[config.mk]
export PLATFORM = sky130hd
export DESIGN_NAME = product_accumulator
export DESIGN_NICKNAME = d
export VERILOG_FILES = /design/src/rtl/product_accumulator.sv
export SDC_FILE = /design/constraint.sdc
export NUM_CORES = 1
export LEC_CHECK = 0
export BUFFER_PORTS_ARGS = -buffer_cell sky130_fd_sc_hd__buf_2
export CORE_ASPECT_RATIO = 1.5
export CORE_UTILIZATION = 45
export DETAILED_ROUTE_END_ITERATION = 10
export GPL_ROUTABILITY_DRIVEN = 0
export GPL_TIMING_DRIVEN = 0
export HOLD_SLACK_MARGIN = 0.08
export PLACE_DENSITY = 0.68
export SLEW_MARGIN = 20
export SYNTH_ARGS = -nofsm -noshare
export SYNTH_HDL_FRONTEND = slang
export SYNTH_SLANG_ARGS = --single-unit
[constraint.sdc]
create_clock -name clk_i -period 3.21 [get_ports clk_i]
set_clock_uncertainty 0.1 [all_clocks]
set_input_delay 0.321 -clock clk_i [delete_from_list [all_inputs] [get_ports clk_i]]
set_output_delay 0.321 -clock clk_i [all_outputs]
set_load 0.05 [all_outputs]
[src/rtl/product_accumulator.sv]
// rtl/product_accumulator.sv - saturating frame accumulator for multiplier products
module product_accumulator #(
    parameter int N     = 4,
    parameter int ACC_W = 16
) (
    input  logic               clk_i,
    input  logic               rst_i,
    input  logic               clear_i,
    input  logic               prod_valid_i,
    output logic               prod_ready_o,
    input  logic [2*N-1:0]     product_i,
    input  logic               prod_last_i,
    output logic               sum_valid_o,
    input  logic               sum_ready_i,
    output logic [ACC_W-1:0]   sum_o,
    output logic [7:0]         count_o,
    output logic               overflow_o
);

    // The accumulator must be able to hold at least one full product.
    if (ACC_W < 2*N) begin : g_width_check
        $error("product_accumulator: ACC_W must be >= 2*N");
    end

    typedef enum logic {
        ACCUM = 1'b0,
        HOLD  = 1'b1
    } state_t;

    localparam logic [ACC_W-1:0] ACC_MAX = '1;

    state_t             state;
    logic [ACC_W-1:0]   acc;
    logic [7:0]         count;
    logic               ovf;

    logic [ACC_W:0]     sum_ext;
    logic [ACC_W-1:0]   acc_next;
    logic [7:0]         count_next;
    logic               ovf_next;
    logic               accept;

    // Ready depends only on the state register and the abort input.
    assign prod_ready_o = (state == ACCUM) && !clear_i;
    assign sum_valid_o  = (state == HOLD);
    assign accept       = prod_valid_i && prod_ready_o;

    // Next accumulator value: one extra bit catches the carry out, and once
    // the flag is set the sum is pinned at full scale for the rest of the frame.
    always_comb begin
        sum_ext    = {1'b0, acc} + (ACC_W+1)'(product_i);
        ovf_next   = ovf | sum_ext[ACC_W];
        acc_next   = ovf_next ? ACC_MAX : sum_ext[ACC_W-1:0];
        count_next = (count == 8'd255) ? count : count + 8'd1;
    end

    // Frame state machine: accumulate until last, then hold the result for the consumer.
    always_ff @(posedge clk_i or posedge rst_i) begin
        if (rst_i) begin
            state      <= ACCUM;
            acc        <= '0;
            count      <= '0;
            ovf        <= 1'b0;
            sum_o      <= '0;
            count_o    <= '0;
            overflow_o <= 1'b0;
        end else if (clear_i) begin
            state <= ACCUM;
            acc   <= '0;
            count <= '0;
            ovf   <= 1'b0;
        end else begin
            case (state)
                ACCUM: begin
                    if (accept) begin
                        acc   <= acc_next;
                        count <= count_next;
                        ovf   <= ovf_next;
                        if (prod_last_i) begin
                            state      <= HOLD;
                            sum_o      <= acc_next;
                            count_o    <= count_next;
                            overflow_o <= ovf_next;
                        end
                    end
                end
                HOLD: begin
                    if (sum_ready_i) begin
                        state <= ACCUM;
                        acc   <= '0;
                        count <= '0;
                        ovf   <= 1'b0;
                    end
                end
                default: state <= ACCUM;
            endcase
        end
    end

endmodule

==> results of run 1 <==
[area by class of cell]
class                           count  share of cell area
Multi-Input combinational cell    208               0.435
Sequential cell                    51               0.399
Timing Repair Buffer               42              0.0719
Tap cell                           72              0.0281
Clock buffer                        6              0.0227
Buffer                             13              0.0203
Clock inverter                      2              0.0188
Inverter                            4             0.00469
[how the worst max path moves through the flow]
stage	startpoint	end	slack, ps	cells past startpoint
after floorplan	acc[0]$_DFFE_PP0P_	acc[9]$_DFFE_PP0P_	840	7
after global routing	acc[0]$_DFFE_PP0P_	acc[1]$_DFFE_PP0P_	390	7
after global placement	product_i[0]	acc[1]$_DFFE_PP0P_	480	8
final	acc[0]$_DFFE_PP0P_	acc[0]$_DFFE_PP0P_	500	7
after CTS	acc[0]$_DFFE_PP0P_	acc[0]$_DFFE_PP0P_	470	7
after detailed placement	product_i[0]	acc[0]$_DFFE_PP0P_	460	8
[worst max-delay path: stages, from the launching register on]
cell,delay [ps]
dfrtp_1,400
ha_1,230
fa_1,430
a211oi_1,410
o211ai_2,280
a41oi_4,360
nor2_2,110
a221o_1,280
[report_power, final]
part           total (mW)  internal, mW  switching (mW)
Clock               0.521         0.311           0.209
Combinational       0.549         0.159           0.390
Sequential          0.748         0.711          0.0379
[registers in the layout, summed over array words and instances, names as in the netlist]
| signal | count |
|---|---|
| count_o | 8 |
| count | 8 |
| overflow_o | 1 |
| ovf | 1 |
| sum_valid_o | 1 |
| acc | 16 |
| sum_o | 16 |
[layer usage]
layer / up-vias / global-route usage / share of wire
li1: 1110 / - / -
met1: 1055 / 0.245 / 0.43
met2: 34 / 0.359 / 0.52
met3: 10 / 0.0352 / 0.025
met4: 0 / 0.0819 / 0.022
met5: - / 0 / 0
[metrics by stage]
step	area [um2]	worst slack (ps)	cells	total power [mW]	util
after floorplan	2750	837	276	1.19	-
after global placement	3040	481	388	1.30	0.521
after detailed placement	3060	460	389	1.31	0.525
after CTS	3200	473	398	1.84	0.549
after global routing	3200	386	398	1.91	0.549
final	3200	501	398	1.82	0.549
[cell usage after synthesis (all sizes together)]
master,n,area share
nand4,2,0.0046
a21o,7,0.019
a41o,2,0.0073
and4,3,0.011
a2bb2oi,1,0.0032
a32o,1,0.0036
or3,1,0.0023
o311ai,2,0.0064
nand2b,1,0.0023
dfrtp,51,0.46
o21a,1,0.0027
o22a,9,0.029
xor2,5,0.016
a41oi,2,0.013
and2,2,0.0046
o22ai,2,0.0046
mux2,1,0.0041
a22o,4,0.013
mux2i,1,0.0036
nand3b,2,0.0055
nand4b,1,0.0032
fa,1,0.0073
clkbuf,10,0.014
nor2,13,0.019
a211o,1,0.0032
buf,3,0.010
o21bai,1,0.0027
ha,9,0.041
nand3,7,0.013
o211ai,6,0.020
a221o,2,0.0073
xnor2,12,0.038
nor3,3,0.0073
and3,3,0.0068
o2111ai,1,0.0032
a211oi,2,0.0055
o21ai,35,0.068
nand2,38,0.055
a21boi,2,0.0055
a31oi,2,0.0046
inv,4,0.0055
a21oi,18,0.034
nor3b,2,0.0073
[cells by family after synthesis]
logic type / count (synthesis) / share of synthesized area
fa+ha+maj: 10 / 0.0482
buf+inv: 17 / 0.0291
xor+xnor: 17 / 0.0542
simple gates: 78 / 0.141
mux: 2 / 0.00774
compound gates: 101 / 0.255
flops: 51 / 0.464
[timing repair]
| item | CTS | global route |
|---|---|---|
| hold buffers | 1 | 0 |
| setup endpoints to repair | 0 | 0 |
| endpoints found under the hold margin | 26 | 0 |
==> run_results.csv, run 1 <==
group,metric,value,unit
outcome,status,"completed",
cts,numCtsBuffers,5,
cts,htree_levels,2,
setup_path,path_max_fanout,10,
sta,fin_crit,2710,ps
sta,post-route-period-util,0.844,
route,drt_first_iter_violations,70,
setup_path,reg2regPathDepth,7,
cts,cts_root_buf,"clkbuf_8",
synthesis,yosysWarningCount,0,
die,start_util,0.472,
die,die_y,97.7,um
sta,hold_slack,118,ps
route,wirelength,5970,um
run,drv_cap,0,
global_routing,grt_pass1_wl,10200,um
global_routing,grt_antenna_before_repair,0,
die,core,5830,um2
cells_and_area,ff_latch_area,1280,um2
global_routing,overflow,0,
die,design.portCount,41,
route,drtAntennaViolNets,0,
sta,rsz0062_at_grt,"false",
global_routing,grt_pass1_vias,2216,
die,die_w,65.8,um
cts,post_cts_buffers,0,
global_routing,grt_max_degree,28,
placement,port_buffers,40,
cells_and_area,nets,349,
synthesis,synth_cells,276,
sta,relSlewSlack,0.613,
synthesis,syn_avg_cell_area,9.96,um2
setup_path,cp.required,3300,ps
route,drt-pass1-iter-count,4,
global_routing,grt.total_usage,0.206,
die,die_area,6430,um2
pwr,ir_drop,0.352,mV
cells_and_area,fillers,529,
cells_and_area,diodes,0,
setup_path,worstSetupPathType,"reg2reg",
sta,final_max_slew_viol_count,0,
setup_path,r2r_end,"acc[0]$_DFFE_PP0P_",
route,avgRoutedWirePerCell,15.0,um
synthesis,ys_ff_latch,51,
synthesis,syn_nets,300,
pwr,p_leak,1.49,nW
sta,hold_viol,0,
synthesis,synthesis.area,2750,um2
cells_and_area,layout_commonest_cell,"dfrtp_1",
cts,clock_latency,310,ps
sta,setup_violations,0,
placement,dp_hpwl,4630,um
cells_and_area,multi_input_area,1390,um2
route,via_per_inst,5.55,
cts,cts_resized,0,
cells_and_area,layout-drive-gt1-share,0.196,
sta,final.setup.tns,0,ps
cts,clockBufferDepth,2,
worst_hold_path,holdCritStartpoint,"clear_i",
worst_hold_path,hold_path_end,"sum_valid_o$_DFF_PP0_",
sta,worst_pin_slew,580,ps
synthesis,ys_types,54,
synthesis,ys_seq_area_frac,0.464,
setup_path,worstPathArrival,2800,ps
cts,cts.sinks,51,
cells_and_area,area_growth,16.5,%
setup_path,cp-end-kind,"flip-flop",
cells_and_area,final_cell_mix,"51 x dfrtp_1, 41 x buf_2, 37 x nand2_1",
setup_path,r2r_start,"acc[0]$_DFFE_PP0P_",
die,rows,34,
worst_hold_path,hold_depth,2,
route,drc,0,
cts,path_clk_slew,90,ps
pwr,pwr_density_cell,568,nW/um2
sta,fmax,369,MHz
worst_hold_path,min_path_type,"in2reg",
cts,cts_tree,"yes",
setup_path,startpoint_type,"flip-flop",
setup_path,r2r_slack,500,ps
route,vias,2209,
No activity file was read; power rests on OpenSTA's default activity.
==> run 2, diff against run 1 <==
--- a/config.mk
+++ b/config.mk
@@ -5,6 +5,7 @@
 export SDC_FILE = /design/constraint.sdc
 export NUM_CORES = 1
 export LEC_CHECK = 0
+export ABC_AREA = 1
 export BUFFER_PORTS_ARGS = -buffer_cell sky130_fd_sc_hd__buf_2
 export CORE_ASPECT_RATIO = 1.5
 export CORE_UTILIZATION = 45
==> constraint.sdc (replaced) <==
create_clock -name clk_i -period 2.5 [get_ports clk_i]
set_clock_uncertainty 0.1 [all_clocks]
set_input_delay 0.25 -clock clk_i [delete_from_list [all_inputs] [get_ports clk_i]]
set_output_delay 0.25 -clock clk_i [all_outputs]
set_load 0.05 [all_outputs]
==> run 2 against run 1 <==
Compared with the run above:
- utilization down 0.55 points
- design area increased by 5.6%
- synthesized cell count grew 39%
- die area up 6.8%
- global-route usage is 1.2 points higher
- wire length up 13%
==> run_results.csv, run 2 <==
group,metric,value,unit
outcome,status,"completed",
sta,relSlewSlack,0.682,
die,die_area,6870,um2
global_routing,overflow,0,
cells_and_area,final_cells,509,
placement,dp_hpwl,5200,um
cells_and_area,final_cell_mix,"147 x nand2_1, 51 x dfrtp_1, 44 x buf_2",
global_routing,grt_pass1_wl,11100,um
setup_path,startpoint_type,"flip-flop",
global_routing,grt.total_usage,0.218,
synthesis,ys_top_cells_by_count,"147 x nand2_1, 51 x dfrtp_1, 38 x inv_1, 23 x nand3_1, 23 x nor2_1",
synthesis,synth.top_cells.by_area,"dfrtp_1 43%, nand2_1 19%, inv_1 4.8%, nand3_1 3.9%, ha_1 3.8%",
synthesis,async_flop_share,1.00,
sta,rsz0062_at_grt,"false",
worst_hold_path,min_path_type,"in2reg",
cts,cts_tree,"yes",
synthesis,ys_seq_area_frac,0.434,
sta,setup_violations,0,
placement,dp_cells,500,
sta,fin_crit,2300,ps
cts,post_cts_buffers,0,
cells_and_area,fillers,606,
sta,worst_pin_slew,476,ps
global_routing,grt_antenna_before_repair,0,
synthesis,synth_cells,385,
synthesis,synthesis.area,2940,um2
setup_path,worstSetupPathType,"reg2reg",
die,design.portCount,41,
synthesis,ys_types,39,
die,start_util,0.473,
cells_and_area,reg_top3,"acc x16, sum_o x16",
setup_path,path_max_fanout,8,
setup_path,worstPathArrival,2400,ps
cts,clockBufferDepth,2,
cells_and_area,multi_input_area,1440,um2
synthesis,yosysMostFrequentCell,"nand2_1",
cells_and_area,ff_latch_area,1280,um2
die,rows,35,
setup_path,cp.required,2610,ps
pwr,ir_drop,0.480,mV
pwr,pwr_density_cell,665,nW/um2
die,core,6220,um2
synthesis,synth_edf_count,0,
cells_and_area,layout-drive-gt1-share,0.189,
route,drt-pass1-iter-count,4,
placement,port_buffers,40,
synthesis,ys.flop_type,"dfrtp_1",
cells_and_area,nets,458,
cts,numCtsBuffers,5,
route,wirelength,6760,um
route,drt_first_iter_violations,96,
setup_path,cp-end-kind,"flip-flop",
route,avgRoutedWirePerCell,13.3,um
sta,post-route-period-util,0.919,
route,drc,0,
cells_and_area,area_growth,15.0,%
die,die_w,68.0,um
route,vias,2607,
sta,final_max_slew_viol_count,0,
cts,cts.sinks,51,
synthesis,yosysWarningCount,0,
global_routing,grt_pass1_vias,2497,
cts,cts_root_buf,"clkbuf_8",
sta,final.setup.tns,0,ps
cts,htree_levels,2,
pwr,p_leak,1.85,nW
synthesis,syn_avg_cell_area,7.64,um2
die,die_y,101,um
cts,path_clk_slew,90,ps
synthesis,synth_top_area_frac,0.434,
synthesis,syn_nets,409,
run,drv_cap,0,
sta,fmax,435,MHz
global_routing,grt_max_degree,31,
cells_and_area,layout_commonest_cell,"nand2_1",
sta,hold_viol,0,
synthesis,yosysTopAreaCell,"dfrtp_1",
cells_and_area,diodes,0,
route,via_per_inst,5.12,
synthesis,ys_ff_latch,51,
route,drtAntennaViolNets,0,
cts,clock_latency,310,ps
[run 2: cell count changes after synthesis, sizes merged, moves of 8 or more]
cell and change:
o22a -9, a21oi -9, o21ai -8, xnor2 -11, clkbuf -10, inv +38
nand3 +18, nor2 +13, nand2 +117
[run 2: worst paths after layout]
| path | from | depth (start not counted) | endpoint | slack (ps) |
|---|---|---|---|---|
| setup / recovery | acc[0]$_DFFE_PP0P_ | 10 | sum_o[11]$_DFFE_PP0P_ | 200 |
| max in group asynchronous | rst_i | 4 | sum_valid_o$_DFF_PP0_ | 1370 |
| hold / removal | sum_ready_i | 3 | sum_valid_o$_DFF_PP0_ | 130 |
| hold reg to reg | count_o[0]$_DFFE_PP0P_ | 2 | count_o[0]$_DFFE_PP0P_ | 380 |
| min in group asynchronous | rst_i | 3 | count[3]$_DFFE_PP0P_ | 400 |
| setup reg to reg | acc[0]$_DFFE_PP0P_ | 10 | sum_o[11]$_DFFE_PP0P_ | 200 |
[run 2: routing by layer]
metal / global-route usage / vias to the layer above / share of wire
met5: 0 / - / 0
met4: 0.0946 / 0 / 0.022
met3: 0.0351 / 13 / 0.029
met2: 0.391 / 41 / 0.54
met1: 0.246 / 1235 / 0.41
li1: - / 1318 / -
[run 2: kinds of logic (layout without fill, tap and decap cells)]
family / after synthesis / count (layout) / share of synthesized area
AOI/OAI and AO/OA: 49 / 49 / 0.104
buffers and inverters: 51 / 101 / 0.0783
xor gates and xnor gates: 8 / 8 / 0.0238
adders and majority gates: 10 / 10 / 0.0451
and+or+nand+nor: 216 / 216 / 0.315
DFF: 51 / 51 / 0.434
[run 2: layout make-up]
| cell class | instances | area share |
|---|---|---|
| multi-input combinational | 283 | 0.424 |
| sequential | 51 | 0.377 |
| timing repair buffer | 42 | 0.0681 |
| inverter | 43 | 0.0485 |
| tap | 74 | 0.0274 |
| clock buffer | 6 | 0.0244 |
| buffer | 8 | 0.0196 |
| clock inverter | 2 | 0.0104 |
[run 2: worst max-delay path, cell delays in order, from the launching register on]
cell and delay, ps:
dfrtp_1 390, ha_1 220, fa_1 380, nand2_1 120
nand2_1 110, nand3_2 140, nand2_4 100, a21oi_4 290
nand3_1 160, nand2_1 120, nand2_1 60
[run 2: repair_timing]
action | CTS | global route
resized for setup | 0 | 0
hold buffers | 1 | 0
hold endpoints to repair | 21 | 0
[run 2: through the flow]
step / instance area (um2) / worst slack [ps] / hold WS [ps] / utilization / power [mW]
2_1_floorplan: 2940 / 323 / 333 / - / 1.49
5_1_grt: 3380 / 41.9 / 132 / 0.544 / 2.36
3_5_place_dp: 3250 / 200 / 203 / 0.523 / 1.66
3_3_place_gp: 3230 / 237 / 359 / 0.520 / 1.65
4_1_cts: 3380 / 192 / 124 / 0.544 / 2.27
6_report: 3380 / 203 / 126 / 0.544 / 2.25
[run 2: power by group]
part / internal (mW) / leakage (nW) / switching [mW] / total [mW]
registers: 0.911 / 0.680 / 0.0505 / 0.961
clock network: 0.324 / 0.0612 / 0.282 / 0.606
logic: 0.178 / 1.11 / 0.503 / 0.681
